===== src/rtl/joybus_pkg.sv =====
// Shared Joybus receive types, command byte constants and counter sizing helper.
package joybus_pkg;

    typedef enum logic [2:0] {
        IDLE      = 3'd0,
        LOW       = 3'd1,
        HIGH      = 3'd2,
        WAIT_HIGH = 3'd3,
        FINISH    = 3'd4
    } rx_state_t;

    localparam logic [7:0] CMD_STATUS = 8'h00;
    localparam logic [7:0] CMD_POLL   = 8'h40;
    localparam logic [7:0] CMD_ORIGIN = 8'h41;
    localparam logic [7:0] CMD_RESET  = 8'hFF;

    // Width of a per-phase cycle counter that saturates at two bit cells.
    function automatic int bit_cw(input int bit_cyc);
        return $clog2(2 * bit_cyc + 1);
    endfunction

endpackage


===== src/rtl/joybus_line_sync.sv =====
// Two-flop synchroniser for the Joybus line; JOYBUS_RX_GLITCH_FILTER_EN adds a
// 3-cycle stability filter that rejects pulses of 2 cycles or fewer.
module joybus_line_sync (
    input  logic clk,
    input  logic rst_n,
    input  logic rx_line,
    output logic line_s
);

    logic s1, s2;

    always_ff @(posedge clk or negedge rst_n) begin
        if (!rst_n) begin
            s1 <= 1'b1;
            s2 <= 1'b1;
        end else begin
            s1 <= rx_line;
            s2 <= s1;
        end
    end

`ifdef JOYBUS_RX_GLITCH_FILTER_EN
    logic [1:0] stable_cnt;
    logic       filt;

    // Follow s2 only after it has disagreed with the filtered level 3 cycles running.
    always_ff @(posedge clk or negedge rst_n) begin
        if (!rst_n) begin
            filt       <= 1'b1;
            stable_cnt <= '0;
        end else if (s2 == filt) begin
            stable_cnt <= '0;
        end else if (stable_cnt == 2'd2) begin
            filt       <= s2;
            stable_cnt <= '0;
        end else begin
            stable_cnt <= stable_cnt + 2'd1;
        end
    end

    assign line_s = filt;
`else
    assign line_s = s2;
`endif

endmodule


===== src/rtl/joybus_rx_frame.sv =====
// Joybus frame receiver: majority-vote bit decode, idle-terminated frames, one
// buffered record with valid/ack. Optional input filter: JOYBUS_RX_GLITCH_FILTER_EN.
module joybus_rx_frame
    import joybus_pkg::*;
#(
    parameter int BIT_CYC    = 100,
    parameter int MAX_BYTES  = 3,
    parameter int IDLE_CELLS = 2
) (
    input  logic                             clk,
    input  logic                             rst_n,
    input  logic                             rx_line,
    input  logic                             frame_ack,
    output logic                             frame_valid,
    output logic [8*MAX_BYTES-1:0]           frame_data,
    output logic [$clog2(MAX_BYTES+1)-1:0]   frame_len,
    output logic                             err_timeout,
    output logic                             err_framing,
    output logic                             err_overflow,
    output logic                             err_overrun,
    output logic                             busy
);

    localparam int CW      = bit_cw(BIT_CYC);
    localparam int DW      = 8 * MAX_BYTES;
    localparam int LW      = $clog2(MAX_BYTES + 1);
    localparam int BIT_MAX = DW + 1;
    localparam int BC_SAT  = DW + 2;
    localparam int BCW     = $clog2(BC_SAT + 1);
    localparam int END_RAW = IDLE_CELLS * BIT_CYC;
    localparam logic [CW-1:0] CNT_SAT = CW'(2 * BIT_CYC);
    // The high counter saturates at two cells, so the idle threshold is clamped to it.
    localparam logic [CW-1:0] END_CNT = CW'((END_RAW < 2 * BIT_CYC) ? END_RAW : 2 * BIT_CYC);

    rx_state_t      state;
    logic           line_s;
    logic           bit_val;
    logic [CW-1:0]  low_cnt, high_cnt, high_nxt;
    logic [BCW-1:0] bit_cnt, bit_inc, pay_bits;
    // The stop bit is never shifted in, so payload capacity is all the register needs.
    logic [DW-1:0]  shreg, aligned;

    joybus_line_sync u_sync (
        .clk     (clk),
        .rst_n   (rst_n),
        .rx_line (rx_line),
        .line_s  (line_s)
    );

    always_comb begin
        bit_val  = high_cnt > low_cnt;
        high_nxt = (high_cnt == CNT_SAT) ? high_cnt : high_cnt + CW'(1);
        bit_inc  = (bit_cnt == BCW'(BC_SAT)) ? bit_cnt : bit_cnt + BCW'(1);
        pay_bits = bit_cnt - BCW'(1);
        aligned  = shreg << (BCW'(DW) - pay_bits);
    end

    assign busy = (state != IDLE);

    always_ff @(posedge clk or negedge rst_n) begin
        if (!rst_n) begin
            state        <= IDLE;
            low_cnt      <= '0;
            high_cnt     <= '0;
            bit_cnt      <= '0;
            shreg        <= '0;
            frame_valid  <= 1'b0;
            frame_data   <= '0;
            frame_len    <= '0;
            err_timeout  <= 1'b0;
            err_framing  <= 1'b0;
            err_overflow <= 1'b0;
            err_overrun  <= 1'b0;
        end else begin
            if (frame_ack) begin
                frame_valid  <= 1'b0;
                err_timeout  <= 1'b0;
                err_framing  <= 1'b0;
                err_overflow <= 1'b0;
                err_overrun  <= 1'b0;
            end
            // Phase counters restart at 1 so the edge cycle itself is counted.
            case (state)
                IDLE: if (!line_s) begin
                    state    <= LOW;
                    low_cnt  <= CW'(1);
                    high_cnt <= '0;
                    bit_cnt  <= '0;
                    shreg    <= '0;
                end
                LOW: if (line_s) begin
                    state    <= HIGH;
                    high_cnt <= CW'(1);
                end else if (low_cnt == CNT_SAT) begin
                    err_timeout <= 1'b1;
                    state       <= WAIT_HIGH;
                end else begin
                    low_cnt <= low_cnt + CW'(1);
                end
                HIGH: if (!line_s) begin
                    shreg    <= {shreg[DW-2:0], bit_val};
                    bit_cnt  <= bit_inc;
                    low_cnt  <= CW'(1);
                    high_cnt <= '0;
                    state    <= LOW;
                end else if (high_nxt == END_CNT) begin
                    bit_cnt <= bit_inc;
                    state   <= FINISH;
                end else begin
                    high_cnt <= high_nxt;
                end
                WAIT_HIGH: if (line_s) state <= IDLE;
                FINISH: begin
                    state <= IDLE;
                    if (bit_cnt > BCW'(BIT_MAX)) begin
                        err_overflow <= 1'b1;
                    end else if (bit_cnt < BCW'(9) || pay_bits[2:0] != 3'd0) begin
                        err_framing <= 1'b1;
                    end else if (frame_valid) begin
                        err_overrun <= 1'b1;
                    end else begin
                        frame_valid <= 1'b1;
                        frame_data  <= aligned;
                        frame_len   <= LW'(pay_bits >> 3);
                    end
                end
                default: state <= IDLE;
            endcase
        end
    end

endmodule


===== config.mk =====
export PLATFORM = sky130hd
export DESIGN_NAME = joybus_rx_frame
export DESIGN_NICKNAME = d
export VERILOG_FILES = /design/src/rtl/joybus_pkg.sv /design/src/rtl/joybus_line_sync.sv /design/src/rtl/joybus_rx_frame.sv
export SDC_FILE = /design/constraint.sdc
export NUM_CORES = 1
export LEC_CHECK = 0
export BUFFER_PORTS_ARGS = -buffer_cell sky130_fd_sc_hd__buf_2
export CAP_MARGIN = 15
export CORE_MARGIN = 4
export CORE_UTILIZATION = 45
export DETAILED_ROUTE_END_ITERATION = 8
export PLACE_DENSITY = 0.6
export SETUP_SLACK_MARGIN = 0.1
export SYNTH_ARGS = -nofsm -noshare
export SYNTH_HDL_FRONTEND = slang
export SYNTH_HIERARCHICAL = 1
export SYNTH_SLANG_ARGS = --single-unit

===== constraint.sdc =====
create_clock -name clk -period 7.6 [get_ports clk]
set_clock_uncertainty 0.1 [all_clocks]
set_input_delay 0.76 -clock clk [delete_from_list [all_inputs] [get_ports clk]]
set_output_delay 0.76 -clock clk [all_outputs]
set_load 0.01 [all_outputs]

* Yosys cells after proc, flatten, opt, wreduce, memory -nomap -nowiden
Index checks and enable logic that the tools add are counted. W data, S select, Z words.
Cells by class: bitwise operators 3, shifts and indexed selects 1, add/subtract/negate cells 5, reductions and logical operators 14, mux-type cells 46, order comparisons 3, equality and inequality tests 18
Operators by type and width (number):
- $mux W8 | 8
- $mux W24 | 2
- $pmux W24 S2 | 1
- $eq A8 B8 Y1 const B | 3
- $pmux W8 S3 | 1
- $shl A24 B5 Y24 | 1
- $mux W1 | 21
- $mux W5 | 4
- $mux W3 | 6
- $add A8 B1 Y8 const B | 2
- $pmux W8 S2 | 1
- $reduce_and A4 Y1 | 4
- $pmux W3 S4 | 1
- $ne A2 B2 Y1 const B | 5
- $pmux W5 S2 | 1
- $reduce_bool A3 Y1 | 3
- $gt A8 B8 Y1 | 1
- $eq A3 B2 Y1 const B | 2
- $ne A3 B3 Y1 const B | 2
- $reduce_and A3 Y1 | 2
- $add A5 B1 Y5 const B | 1
- $eq A5 B5 Y1 const B | 1
- $gt A5 B5 Y1 const B | 1
- $lt A5 B4 Y1 const B | 1
- other kinds (11) | 15
Word-level totals: word-level logic and storage cells 104, output and inout port bits 32, flip-flop bits (word level) 81, bits of input ports 4

* Logic depth before layout (Yosys ltp)
depth after elaboration 6, mapped depth 13, depth with buffers taken out 9

* Cells and area by module
Netlist, hierarchy kept.
By module, submodules not included:
- joybus_rx_frame | seq. area each 1976.9 um2, area an instance 5753.0 um2, times used 1, cells an instance 601
- joybus_line_sync | seq. area each 52.6 um2, area an instance 52.6 um2, times used 1, cells an instance 2

* Worst setup path before layout
No wires, ideal clock.
kind register to register, from reg bit_cnt[0], to reg frame_data[15], stages on the path, launching flop included 12, data required time 7378 ps, setup slack 4430 ps, data arrival time 2948 ps, library setup time 122 ps, clock period less this slack 3170 ps, buffers on the path 3, path through dfrtp_1 -> buf_4 -> inv_2 -> buf_6 -> ha_1 -> xnor2_2 -> ha_1 -> buf_2 -> mux4_2 -> mux2i_1 -> nand3_1 -> a32o_1
On the way: longest elaborated chain between the ends 5, elaborated cells on any way between the ends 10, those cells by class add/sub (2); order compare (2); shift (1); bitwise (2); reduce/logical (3)
Ends and longest elaborated chain:
- from (decl) | RTL line joybus_rx_frame.sv:39 | logic [BCW-1:0] bit_cnt, bit_inc, pay_bits;
- from (signal assigned) | RTL line joybus_rx_frame.sv:102 | bit_cnt <= bit_inc;
- from (signal assigned) | RTL line joybus_rx_frame.sv:107 | bit_cnt <= bit_inc;
- parallel branches: the longest is 5 deep, another holds $sub A5 B1 Y5
- to (signal assigned) | RTL line joybus_rx_frame.sv:123 | frame_data <= aligned;
- to (decl) | RTL line joybus_rx_frame.sv:15 | output logic [8*MAX_BYTES-1:0] frame_data,
Parallel ways; which one is timed is not known. A chain may end at the register's enable or synchronous reset.

* Worst setup path in the final report
from reg bit_cnt[0], to reg frame_data[14]
The elaborated chain is that of the path after synthesis.

==> impl_metrics.tcl <==
set metrics [dict create \
    crit_arrival_ns 3.99 \
    report.final.slew_viol_count 0 \
    overflow 0 \
    placed_cells 772 \
    rr_startpoint "bit_cnt[0]" \
    nets 633 \
    worstMarginPinSlew_ns 1.092 \
    max_freq_mhz 258.9 \
    synth_fa_ha_area_share_pct 3.879 \
    r2r_cells 7 \
    synth_ff_type "dfrtp_1" \
    ant_nets 0 \
    clk_latency_ns 0.34 \
    clockBufferDepth 2 \
    io_buffers 35 \
    ios 36 \
    dieArea_sq_mm 0.01478 \
    cts_tree "yes" \
    grt_max_degree 82 \
    tns_ns 0 \
    synth_edf_count 0 \
    placed_area_sq_mm 0.005993 \
    rsz0062_at_grt "no" \
    synth_top_cells_by_area "dfrtp_1, mux4_2, mux2i_1" \
    timing.final.crit_share_pct 50.83 \
    htreeDepth 3 \
    grt_pass1_vias 4508 \
    diodes 0 \
    cp-end-kind "register" \
    cts_root_buffer "clkbuf_16" \
    vias 4831 \
    fin_crit_ns 3.863 \
    slowest_delay_ns 1.09 \
    cap_violations 0 \
    drt_pass1_iterations 4 \
    synth_fp_nets 625 \
    synth_xor_area_share_pct 1.487 \
    yosys.area.top_type "dfrtp_1" \
    cp.required_ns 7.73 \
    min_path_type "register to register" \
    drcViolationCount 0 \
    place_hpwl_um 10120 \
    cts_resized 0 \
    final_area_sq_mm 0.006317 \
    first_iter_violations 607 \
    synthArstFlopShare_pct 100.0 \
    path_max_fanout 45 \
    layout.cells.most_common_list "nand2_1, dfrtp_1, nand3_1" \
    grt_first_pass_wirelength_um 24040 \
    antenna_found_initial 0 \
    seq_power_share_pct 32.2 \
    p_switching_mw 0.5514 \
    relSlewSlack_pct 27.05 \
    worstReg2RegEnd "frame_data[14]" \
    ir_worst_vdd_v 0.0001985 \
    cts_setup_buffers 0 \
    worstSetupStartpoint "bit_cnt[0]" \
    die_h_um 121.6 \
    setup_viol 0 \
    status "finished clean" \
    synthMuxAreaShare_pct 16.29 \
    crit_type "register to register" \
    clkTransAtPathRegs_ns 0.06 \
    leakage_nw 2.749 \
    synth_top_family_by_area "compound AO/OA/AOI/OAI gates" \
    drt-total-wl_um 14280 \
    die_w_um 121.6 \
    core_sq_mm 0.01262 \
    via_per_inst 6.131 \
    internal_power_mw 0.9596 \
    synth-seq-area-share_pct 34.96 \
    syn_avg_cell_area_sq_um 9.628 \
    hold_viol_final 0 \
    fp-row-count 41 \
    hold_buffers 0 \
    synth_top_area_share_pct 34.05 \
    fillers 1197 \
    cp-start-kind "register" \
    rrSetupSlack_ns 3.74 \
    power_density_mw_per_mm2 239.2 \
    fin_cells 788 \
    pwr-share-comb_pct 36.6 \
    drive_above_1_share_pct 17.69 \
    syn-cell-area_sq_mm 0.005806 \
    cts_made_buffers 9 \
    place_congestion 0.8601 \
    ys_warn_count 6 \
    postSynthCellCount 603 \
    slowest_stage "ha_2" \
    final_util_pct 50.06 \
    ys_ff_latch 81 \
    grt_util_all_layers_pct 20.22 \
    power.share.switching_pct 36.49 \
    wl_per_cell_um 18.12 \
    path_cells "buf_4 -> inv_2 -> ha_2 -> a311o_1 -> nand2_4 -> or2_0 -> a32o_1" \
    synthSimpleGateAreaFrac_pct 18.64 \
    clockPowerShare_pct 31.3 \
    crit_end "frame_data[14]" \
    initial_core_util_pct 46.00 \
    clkSinkCount 81 \
    synth-compound-area-share_pct 18.81 \
    syn_to_final_growth_pct 8.815 \
    hold-worst-slack_ns 0.2577 \
    ys_types 79 \
]
## area by class of cell
| cell class | count | area (sq um) | share of cell area (%) |
|---|---|---|---|
| sequential | 81 | 2029 | 32.13 |
| tap | 172 | 215.2 | 3.407 |
| clock buffer | 14 | 264.0 | 4.179 |
| timing repair buffer | 40 | 215.2 | 3.407 |
| multi-input combinational | 454 | 3440 | 54.45 |
| inverter | 25 | 93.84 | 1.485 |
| clock inverter | 2 | 60.06 | 0.9507 |
## state kept, by name (all words and copies together) (netlist names), 2 cells and up
name / count
shreg: 24
frame_len: 2
bit_cnt: 5
high_cnt: 8
frame_data: 24
state: 3
low_cnt: 8
## metrics by stage
stage,power [mW],setup slack [ns]
2_1_floorplan,0.9604,4.430
3_3_place_gp,1.028,3.863
3_5_place_dp,1.040,3.748
4_1_cts,1.518,3.737
5_1_grt,1.596,3.430
6_report,1.511,3.737
## Yosys cell counts, drive strengths merged (3+ instances only)
cell type and instances:
o22ai 5, o31ai 6, nor4 3, nand2 80, a21o 7, nand2b 3, nor2b 4, a22o 7
o32ai 3, o21a 6, inv 25, nand3 43, clkbuf 18, mux2i 36, a32o 8, buf 25
nand4 8, dfrtp 79, o41ai 6, a31oi 10, o21ai 14, a22oi 3, xnor2 8, and3 7
a21oi 18, or2 3, nor3 13, o2bb2ai 3, nor3b 3, a2111oi 3, mux4 24, ha 18
o211ai 17, nor2 41, mux2 4, a211oi 6, a31o 4
## kinds of logic (layout without fill, tap and decap cells)
| group | Yosys count | after routing |
|---|---|---|
| compound gates | 144 | 144 |
| xor+xnor | 9 | 9 |
| fa+ha+maj | 18 | 18 |
| buf+inv | 68 | 81 |
| flops | 81 | 81 |
| mux | 64 | 64 |
| simple gates | 219 | 219 |
## metal layers
layer | up-vias | routed length [um] | GRT usage (%) | share of wire, %
met4 | 0 | 122 | 4.832 | 0.85
li1 | 2296 | - | - | -
met5 | - | 0 | 0 | 0
met1 | 2406 | 7193 | 31.85 | 50
met2 | 121 | 6281 | 28.67 | 44
met3 | 8 | 682 | 3.760 | 4.8
## power by group through the flow
stage / Combinational, mW / Sequential, mW / Clock, mW
after floorplan: 0.487 / 0.474 / 0
after detailed placement: 0.546 / 0.493 / 0
after global routing: 0.603 / 0.490 / 0.503
after CTS: 0.548 / 0.485 / 0.485
after global placement: 0.536 / 0.492 / 0
final: 0.552 / 0.486 / 0.472
## worst min-delay path by stage
stage / startpoint / endpoint / slack, ns / depth (start not counted)
4_1_cts: u_sync/s1 / u_sync/line_s / 0.26 / 0
3_5_place_dp: u_sync/s1 / u_sync/line_s / 0.25 / 0
5_1_grt: u_sync/s1 / u_sync/line_s / 0.26 / 0
2_1_floorplan: u_sync/s1 / u_sync/line_s / 0.25 / 0
6_report: u_sync/s1 / u_sync/line_s / 0.26 / 0
3_3_place_gp: u_sync/s1 / u_sync/line_s / 0.25 / 0
## worst max-delay path: cells and delay by family (launching register included)
family	cells	cell delay, ns
fa+ha+maj	1	1.09
compound gates	2	1.01
buf+inv	2	0.66
simple gates	2	0.55
flops	1	0.32
Power figures use the tool's default switching activity.
